$ cat src/rtl/sccomp_run_monitor_if.sv
// Dump stream bundle for sccomp_run_monitor.
// One register word per transfer, valid/ready handshake.
interface sccomp_run_monitor_if #(
  parameter int SEL_W  = 5,
  parameter int DATA_W = 32
);
  logic              dump_valid;
  logic              dump_ready;
  logic [SEL_W-1:0]  dump_idx;
  logic [DATA_W-1:0] dump_data;
  logic              dump_last;

  modport master (
    output dump_valid,
    output dump_idx,
    output dump_data,
    output dump_last,
    input  dump_ready
  );

  modport slave (
    input  dump_valid,
    input  dump_idx,
    input  dump_data,
    input  dump_last,
    output dump_ready
  );
endinterface

$ cat src/rtl/sccomp_run_monitor.sv
// Run-control and register-dump monitor for sccomp.
// Ends a run on halt/timeout/bad PC, then streams the regfile.
module sccomp_run_monitor #(
  parameter int              PC_W       = 32,
  parameter logic [PC_W-1:0] HALT_PC    = 32'h00000048,
  parameter int              MAX_CYCLES = 1000,
  parameter int              CNT_W      = 16,
  parameter int              NREG       = 32,
  parameter int              SEL_W      = 5,
  parameter int              DATA_W     = 32
) (
  input  logic                clk,
  input  logic                rstn,
  input  logic                start,
  input  logic [PC_W-1:0]     pc,
  input  logic                pc_valid,
  output logic [SEL_W-1:0]    reg_sel,
  input  logic [DATA_W-1:0]   reg_data,
  sccomp_run_monitor_if.master dump,
  output logic                running,
  output logic                done,
  output logic [CNT_W-1:0]    cycle_count,
  output logic [1:0]          status
);

  typedef enum logic [2:0] {
    S_IDLE,
    S_RUN,
    S_DSEL,
    S_DOUT,
    S_DONE
  } state_t;

  localparam logic [CNT_W-1:0] LAST_CYC = CNT_W'(MAX_CYCLES - 1);
  localparam logic [SEL_W-1:0] LAST_REG = SEL_W'(NREG - 1);

  localparam logic [1:0] ST_NONE  = 2'b00;
  localparam logic [1:0] ST_HALT  = 2'b01;
  localparam logic [1:0] ST_TMO   = 2'b10;
  localparam logic [1:0] ST_BADPC = 2'b11;

  state_t            state_q, state_d;
  logic [SEL_W-1:0]  sel_q, sel_d;
  logic              valid_q, valid_d;
  logic [SEL_W-1:0]  idx_q, idx_d;
  logic [DATA_W-1:0] data_q, data_d;
  logic              last_q, last_d;
  logic [CNT_W-1:0]  cyc_q, cyc_d;
  logic [1:0]        status_q, status_d;

  // Next-state: run supervision, then select/present each register.
  always_comb begin
    state_d  = state_q;
    sel_d    = sel_q;
    valid_d  = valid_q;
    idx_d    = idx_q;
    data_d   = data_q;
    last_d   = last_q;
    cyc_d    = cyc_q;
    status_d = status_q;
    unique case (state_q)
      S_IDLE, S_DONE: begin
        if (start) begin
          state_d  = S_RUN;
          cyc_d    = '0;
          status_d = ST_NONE;
        end
      end
      S_RUN: begin
        if (!pc_valid) begin
          status_d = ST_BADPC;
          state_d  = S_DSEL;
          sel_d    = '0;
        end else if (pc == HALT_PC) begin
          status_d = ST_HALT;
          state_d  = S_DSEL;
          sel_d    = '0;
        end else if (cyc_q == LAST_CYC) begin
          status_d = ST_TMO;
          state_d  = S_DSEL;
          sel_d    = '0;
        end else begin
          cyc_d = cyc_q + CNT_W'(1);
        end
      end
      S_DSEL: begin
        data_d  = (sel_q == '0) ? '0 : reg_data;
        idx_d   = sel_q;
        last_d  = (sel_q == LAST_REG);
        valid_d = 1'b1;
        state_d = S_DOUT;
      end
      S_DOUT: begin
        if (dump.dump_ready) begin
          valid_d = 1'b0;
          if (last_q) begin
            state_d = S_DONE;
            sel_d   = '0;
          end else begin
            sel_d   = sel_q + SEL_W'(1);
            state_d = S_DSEL;
          end
        end
      end
      default: state_d = S_IDLE;
    endcase
  end

  // State and output registers.
  always_ff @(posedge clk or negedge rstn) begin
    if (!rstn) begin
      state_q  <= S_IDLE;
      sel_q    <= '0;
      valid_q  <= 1'b0;
      idx_q    <= '0;
      data_q   <= '0;
      last_q   <= 1'b0;
      cyc_q    <= '0;
      status_q <= ST_NONE;
    end else begin
      state_q  <= state_d;
      sel_q    <= sel_d;
      valid_q  <= valid_d;
      idx_q    <= idx_d;
      data_q   <= data_d;
      last_q   <= last_d;
      cyc_q    <= cyc_d;
      status_q <= status_d;
    end
  end

  assign reg_sel         = sel_q;
  assign dump.dump_valid = valid_q;
  assign dump.dump_idx   = idx_q;
  assign dump.dump_data  = data_q;
  assign dump.dump_last  = last_q;
  assign running         = (state_q == S_RUN);
  assign done            = (state_q == S_DONE);
  assign cycle_count     = cyc_q;
  assign status          = status_q;

endmodule

$ cat src/flat_wrapper.sv
// flat-port wrapper written by rule: the top's interface ports become plain ports
module sccomp_run_monitor_flat 
#(
  parameter int              PC_W       = 32,
  parameter logic [PC_W-1:0] HALT_PC    = 32'h00000048,
  parameter int              MAX_CYCLES = 1000,
  parameter int              CNT_W      = 16,
  parameter int              NREG       = 32,
  parameter int              SEL_W      = 5,
  parameter int              DATA_W     = 32
)
  (clk, rstn, start, pc, pc_valid, reg_sel, reg_data, running, done, cycle_count, status, dump_dump_valid, dump_dump_idx, dump_dump_data, dump_dump_last, dump_dump_ready);
  sccomp_run_monitor_if #(.SEL_W(SEL_W), .DATA_W(DATA_W)) dump_i ();
  input  logic clk;
  input  logic rstn;
  input  logic start;
  input  logic [PC_W-1:0] pc;
  input  logic pc_valid;
  output logic [SEL_W-1:0] reg_sel;
  input  logic [DATA_W-1:0] reg_data;
  output logic running;
  output logic done;
  output logic [CNT_W-1:0] cycle_count;
  output logic [1:0] status;
  output wire logic [$bits(dump_i.dump_valid)-1:0] dump_dump_valid;
  output wire logic [$bits(dump_i.dump_idx)-1:0] dump_dump_idx;
  output wire logic [$bits(dump_i.dump_data)-1:0] dump_dump_data;
  output wire logic [$bits(dump_i.dump_last)-1:0] dump_dump_last;
  input wire logic [$bits(dump_i.dump_ready)-1:0] dump_dump_ready;
  assign dump_dump_valid = dump_i.dump_valid;
  assign dump_dump_idx = dump_i.dump_idx;
  assign dump_dump_data = dump_i.dump_data;
  assign dump_dump_last = dump_i.dump_last;
  assign dump_i.dump_ready = dump_dump_ready;
  sccomp_run_monitor #(.PC_W(PC_W), .HALT_PC(HALT_PC), .MAX_CYCLES(MAX_CYCLES), .CNT_W(CNT_W), .NREG(NREG), .SEL_W(SEL_W), .DATA_W(DATA_W)) u_core (.clk(clk), .rstn(rstn), .start(start), .pc(pc), .pc_valid(pc_valid), .reg_sel(reg_sel), .reg_data(reg_data), .dump(dump_i), .running(running), .done(done), .cycle_count(cycle_count), .status(status));
endmodule
$ cat config.mk
export PLATFORM = sky130hd
export DESIGN_NAME = sccomp_run_monitor_flat
export DESIGN_NICKNAME = d
export VERILOG_FILES = /design/src/rtl/sccomp_run_monitor_if.sv /design/src/rtl/sccomp_run_monitor.sv /design/src/flat_wrapper.sv
export SDC_FILE = /design/constraint.sdc
export NUM_CORES = 1
export LEC_CHECK = 0
export BUFFER_PORTS_ARGS = -buffer_cell sky130_fd_sc_hd__buf_4
export CAP_MARGIN = 15
export CORE_ASPECT_RATIO = 0.7
export CORE_UTILIZATION = 45
export DETAILED_ROUTE_END_ITERATION = 10
export PLACE_DENSITY = 0.87
export SETUP_SLACK_MARGIN = 0.4
export SYNTH_ARGS = -nofsm -noshare
export SYNTH_HDL_FRONTEND = slang
export SYNTH_SLANG_ARGS = --single-unit
$ cat constraint.sdc
create_clock -name clk -period 2.7 [get_ports clk]
set_input_delay 0.135 -clock clk [delete_from_list [all_inputs] [get_ports clk]]
set_output_delay 0.135 -clock clk [all_outputs]
set_load 0.02 [all_outputs]
==> out/metrics.csv, run 1 <==
metric,value,unit
status,"finished, final reports clean",
cp.arrival,2.41,ns
critPathMaxFanout,18,
finalInstanceArea,0.00442,mm²
netlist.area_leader.share,0.536,
synthCells,274,
whs,0.0138,ns
synth.distinct_cells,49,
antenna_found_initial,0,
nets,491,
cts_buffer_depth,2,
worst_slew_pin_slew,0.831,ns
rrSetupSlack,0.54,ns
syn_nets,347,
insertion_delay,0.34,ns
gp_congestion,0.888,
synth-async-reset-ratio,1.00,
critPathCaptureType,register,
crit_path_start,u_core.cycle_count[12],
hpwl,5780,µm
row_count,24,
cts_made_buffers,9,
postSynthAreaPerCell,11.1,µm²
port_buffers,132,
routed_wl,8340,µm
synth-edff-count,0,
first_pass_iters,4,
slew_violations,0,
post_drt_wl_per_cell,16.2,µm
finalSetupTns,0,ns
die-area,0.00708,mm²
setup_ws,0.540,ns
cap_violations,0,
period_needed,2.16,ns
dp_cells,488,
slew_headroom,0.446,
post-route-period-util,0.800,
placed_cell_area,0.00407,mm²
diodes,0,
cts_setup_buffers,0,
grt_start_max_net_pins,66,
skew,0.00647,ns
dp_slack,0.545,ns
static-leakage-power,2.12,nW
grtUsageTotal,0.248,
slowest_delay,0.60,ns
instances_no_fill,514,
yosysWarnings,0,
grt_pass1_vias,2729,
drive_gt1_frac,0.400,
ys_seq_area_frac,0.536,
critPathSlowestCell,or4_1,
cts.clk_slew.worst_paths,0.07,ns
power-per-cell-area,864,mW/mm²
reg2reg_from,u_core.cycle_count[12],
worstPathRequired,2.95,ns
postLayoutCoreUtil,0.695,
root_buffer,clkbuf_8,
grt_pass1_wl,13600,µm
path_cells,or4_1 -> nor4_4 -> nor2_4 -> a21oi_2 -> mux2i_1,
vias,2840,
worstSetupStartpointType,register,
drc,0,
core,0.00637,mm²
io_pins,133,
fp.dieH,70.7,µm
worstHoldStart,reg_data[20],
fmax,463,MHz
peakVddDrop,0.442,mV
grt-ovfl-total,0,
fp.dieW,100,µm
syn2layout_area_growth,45.8,%
finalHoldViolations,0,
p_total,3.82,mW
hold_class,input port to register,
finalSetupViolCount,0,
crit_type,register to register,
initial_utilization,0.477,
drt_iter0_drc,195,
htreeDepth,3,
synth_top_area_cell,dfrtp_1,
synth_top_cells_by_area,"dfrtp_1 54%, a22o_1 9.2%, a31oi_1 3.3%, nand2_1 3.0%, o21ai_0 2.0%",
rsz0062_at_grt,false,
cts_tree,yes,
post_drt_via_cell_ratio,5.53,
ys_seq_elements,65,
ant_nets,0,
synthFlopType,dfrtp_1,
syn_area,0.00303,mm²
cts.sinks,65,
## layer usage
metal / GRT usage / wire [µm] / vias to the layer above
met4: 0.0870 / 167 / 0
met1: 0.345 / 3620 / 1371
met5: 0 / 0 / -
met3: 0.0563 / 502 / 17
li1: - / - / 1331
met2: 0.386 / 4050 / 121
## final timing paths
kind,endpoint,cells after the start
worst max-delay path,u_core.reg_sel[4],5
worst max register to register,u_core.reg_sel[4],5
worst min register to register,u_core.dump.dump_valid,2
max in group asynchronous,u_core.cycle_count[8],2
worst min-delay path,u_core.dump.dump_data[20],2
min in group asynchronous,u_core.cycle_count[0],2
## cells in the final DEF (no fill, tap or decap), drive strengths merged, types with 4 or more instances in the layout
cell type	Yosys	routed
a22o	32	32
clkbuf	9	10
a21oi	6	6
dfrtp	65	65
nand2	25	25
a31oi	16	16
nand3	9	9
dlygate4sd3	0	10
inv	14	14
nor3	8	8
nor4	8	8
nor2	9	9
ha	4	4
buf	5	137
o21ai	14	14
nand4	6	6
o211ai	5	5
## synth_stat cells, types with 2 or more instances
| cell type | count |
|---|---|
| a21boi_0 | 2 |
| a21oi_1 | 5 |
| a221oi_1 | 2 |
| a22o_1 | 32 |
| a31oi_1 | 16 |
| a41oi_1 | 2 |
| and3_1 | 2 |
| buf_2 | 3 |
| buf_6 | 2 |
| clkbuf_1 | 5 |
| clkbuf_8 | 4 |
| dfrtp_1 | 65 |
| ha_1 | 4 |
| inv_1 | 14 |
| mux2i_1 | 3 |
| nand2_1 | 24 |
| nand3_1 | 9 |
| nand4_1 | 6 |
| nor2_1 | 8 |
| nor3_1 | 8 |
| nor4_1 | 7 |
| nor4b_1 | 2 |
| o211ai_1 | 4 |
| o21a_1 | 3 |
| o21ai_0 | 12 |
| o22ai_1 | 2 |
| o31a_2 | 2 |
| or2b_2 | 2 |
| or3_1 | 3 |
| or4_1 | 2 |
## critical path, delay by kind of cell, from the launching register on
| family | cells | cell delay [ns] |
|---|---|---|
| AOI/OAI and AO/OA | 1 | 0.27 |
| DFF | 1 | 0.43 |
| muxes | 1 | 0.27 |
| and+or+nand+nor | 3 | 1.10 |
## layout make-up
class / count / area [µm²]
repair buffers: 147 / 1130
multi-input cells: 181 / 1250
clock buffers: 10 / 138
clock inverters: 6 / 115
inverters: 14 / 52.6
flip-flops and latches: 65 / 1630
fillers: 487 / 1940
well taps: 91 / 114
## cells by family after synthesis
kind of cell / share of synthesized area
AO/OA/AOI/OAI: 0.237
AND/OR/NAND/NOR: 0.143
flip-flops: 0.536
buffers and inverters: 0.0540
multiplexers: 0.0136
adder cells (fa/ha/maj): 0.0165
## registers in the layout, summed over array words and instances (netlist names)
signal,count
u_core.dump.dump_valid,1
u_core.cycle_count,16
u_core.status,2
u_core.state_q,3
u_core.dump.dump_idx,5
u_core.reg_sel,5
u_core.dump.dump_data,32
u_core.dump.dump_last,1
## timing repair
action                                  in CTS  in global routing
hold buffers                                 9                  1
endpoints found under the setup margin       0                  4
resized for setup                            0                  1
endpoints found under the hold margin       73                  1
## report_power, final
part / switching, mW / total, mW / internal, mW
combinational: 0.699 / 1.33 / 0.630
sequential: 0.225 / 1.46 / 1.24
clock: 0.388 / 1.03 / 0.642
No activity file was read; power rests on OpenSTA's default activity.
==> run 2, diff against run 1 <==
==> constraint.sdc (replaced) <==
create_clock -name clk -period 2.2 [get_ports clk]
set_input_delay 0.11 -clock clk [delete_from_list [all_inputs] [get_ports clk]]
set_output_delay 0.11 -clock clk [all_outputs]
set_load 0.02 [all_outputs]
==> out/metrics.csv, run 2 (synthesis results as in run 1) <==
metric,value,unit,change
status,"finished, violations left",,
violations,negative hold slack,,
cts.sinks,65,,unchanged
ant_nets,0,,unchanged
final_common_cell,buf_4,,
p_int,3.18,mW,+27%
p_switching,1.75,mW,+34%
gp_congestion,0.939,,+5.8%
worstPathRequired,2.40,ns,-0.55 ns
cts_made_buffers,9,,unchanged
rsz0062_at_grt,true,,
crit_type,register to register,,
cp.arrival,2.34,ns,-0.07 ns
cts_buffer_depth,2,,unchanged
drt_iter0_drc,309,,+58%
vias,3374,,+19%
fmax,469,MHz,+1.3%
first_pass_iters,5,,+1
largest_reg_flops,32,,unchanged
worst_slew_pin_slew,0.980,ns,+0.149 ns
p_total,4.94,mW,+29%
routed_wl,11400,µm,+37%
hpwl,6210,µm,+7.4%
slew_headroom,0.346,,-0.0993
clkPwrFrac,0.262,,-0.008
period_needed,2.13,ns,-0.0276 ns
post-route-period-util,0.969,,+0.169
post_drt_wl_per_cell,20.4,µm,+26%
fp.dieW,100,µm,unchanged
post_drt_via_cell_ratio,6.05,,+9.4%
root_buffer,clkbuf_8,,
comb_power_share,0.375,,+0.027
worstSetupStartpointType,register,,
critPathCaptureType,register,,
diodes,0,,unchanged
row_count,24,,unchanged
hold_class,input port to register,,
initial_utilization,0.477,,unchanged
rrSetupSlack,0.07,ns,-0.47 ns
finalSetupViolCount,0,,unchanged
port_buffers,132,,unchanged
finalHoldViolations,1,,+1
drc,0,,unchanged
critPathMaxFanout,5,,-13
skew,0.00823,ns,+0.00175 ns
die-area,0.00708,mm²,unchanged
syn2layout_area_growth,64.0,%,
htreeDepth,3,,unchanged
cts_tree,yes,,
nets,535,,+9.0%
peakVddDrop,0.539,mV,+22%
grt_start_max_net_pins,66,,unchanged
power-per-cell-area,992,mW/mm²,+15%
drive_gt1_frac,0.463,,+0.0630
grt_pass1_vias,3332,,+22%
whs,-0.000986,ns,-0.0148 ns
cap_violations,0,,unchanged
grt_pass1_wl,17200,µm,+26%
static-leakage-power,2.34,nW,+11%
seqPwrFrac,0.363,,-0.020
slew_violations,0,,unchanged
fp.dieH,70.7,µm,unchanged
finalInstanceArea,0.00498,mm²,+13%
grtUsageTotal,0.314,,+0.0660
core,0.00637,mm²,unchanged
antenna_found_initial,0,,unchanged
grt-ovfl-total,0,,unchanged
io_pins,133,,unchanged
layout_common_cells,"154 x buf_4, 59 x dfrtp_1, 32 x a22o_1",,
switching_share,0.355,,+0.0118
placed_cell_area,0.00415,mm²,+2.0%
insertion_delay,0.34,ns,about the same
cts.clk_slew.worst_paths,0.08,ns,about the same
==> run 2: layer usage <==
layer  vias up  track usage  routed length [µm]
met5         -            0                   0
met4         0        0.129                 486
met3        64       0.0721                 964
met2       245        0.526                5720
met1      1638        0.396                4230
li1       1427            -                   -
==> run 2: per-stage QoR <==
step	util	hold WS [ns]	worst slack [ns]	instances	TNS, ns
after global placement	0.651	0.251	0.194	498	0
after floorplan	-	-0.186	0.255	274	0
final	0.782	-0.000986	0.0673	558	0
after CTS	0.765	0.000213	0.193	552	0
after global routing	0.782	0.000618	-0.00156	558	-0.00156
after detailed placement	0.651	0.256	0.0999	498	0
==> run 2: area by class of cell <==
| class | count | area [µm²] |
|---|---|---|
| clock buffer | 10 | 138 |
| multi-input combinational | 182 | 1380 |
| sequential | 65 | 1630 |
| fill | 373 | 1390 |
| timing repair buffer | 190 | 1540 |
| clock inverter | 6 | 115 |
| inverter | 14 | 52.6 |
| tap | 91 | 114 |
==> run 2: power groups by stage <==
stage | registers, mW | logic, mW | clock network [mW]
final | 1.79 | 1.85 | 1.29
after global routing | 1.83 | 1.95 | 1.35
after CTS | 1.77 | 1.76 | 1.29
after detailed placement | 1.78 | 1.67 | 0
after global placement | 1.77 | 1.64 | 0
after floorplan | 2.15 | 0.516 | 0
==> run 2: worst max-delay path, stage by stage (launching register included) <==
cell,delay [ns]
dfrtp_2,0.44
or4_4,0.56
nor4_4,0.36
nor2_4,0.11
buf_6,0.16
a21boi_2,0.22
o21ai_0,0.14
==> run 2: worst paths after layout <==
| path | start | endpoint | cells after the start |
|---|---|---|---|
| max | u_core.cycle_count[13] | u_core.cycle_count[1] | 6 |
| min | reg_data[18] | u_core.dump.dump_data[18] | 2 |
| max reg2reg | u_core.cycle_count[13] | u_core.cycle_count[1] | 6 |
| min reg2reg | u_core.dump.dump_idx[1] | u_core.dump.dump_idx[1] | 2 |
| max in group asynchronous | rstn | u_core.cycle_count[12] | 2 |
| min in group asynchronous | rstn | u_core.status[1] | 2 |
==> run 2: what timing repair did <==
action                                 in CTS  in global routing
gates cloned                                1                  0
pin swaps                                  18                  9
setup endpoints to repair                  31                 59
resized for setup                          24                 13
setup buffers                               9                  4
endpoints found under the hold margin      92                  2
hold buffers                               28                  2
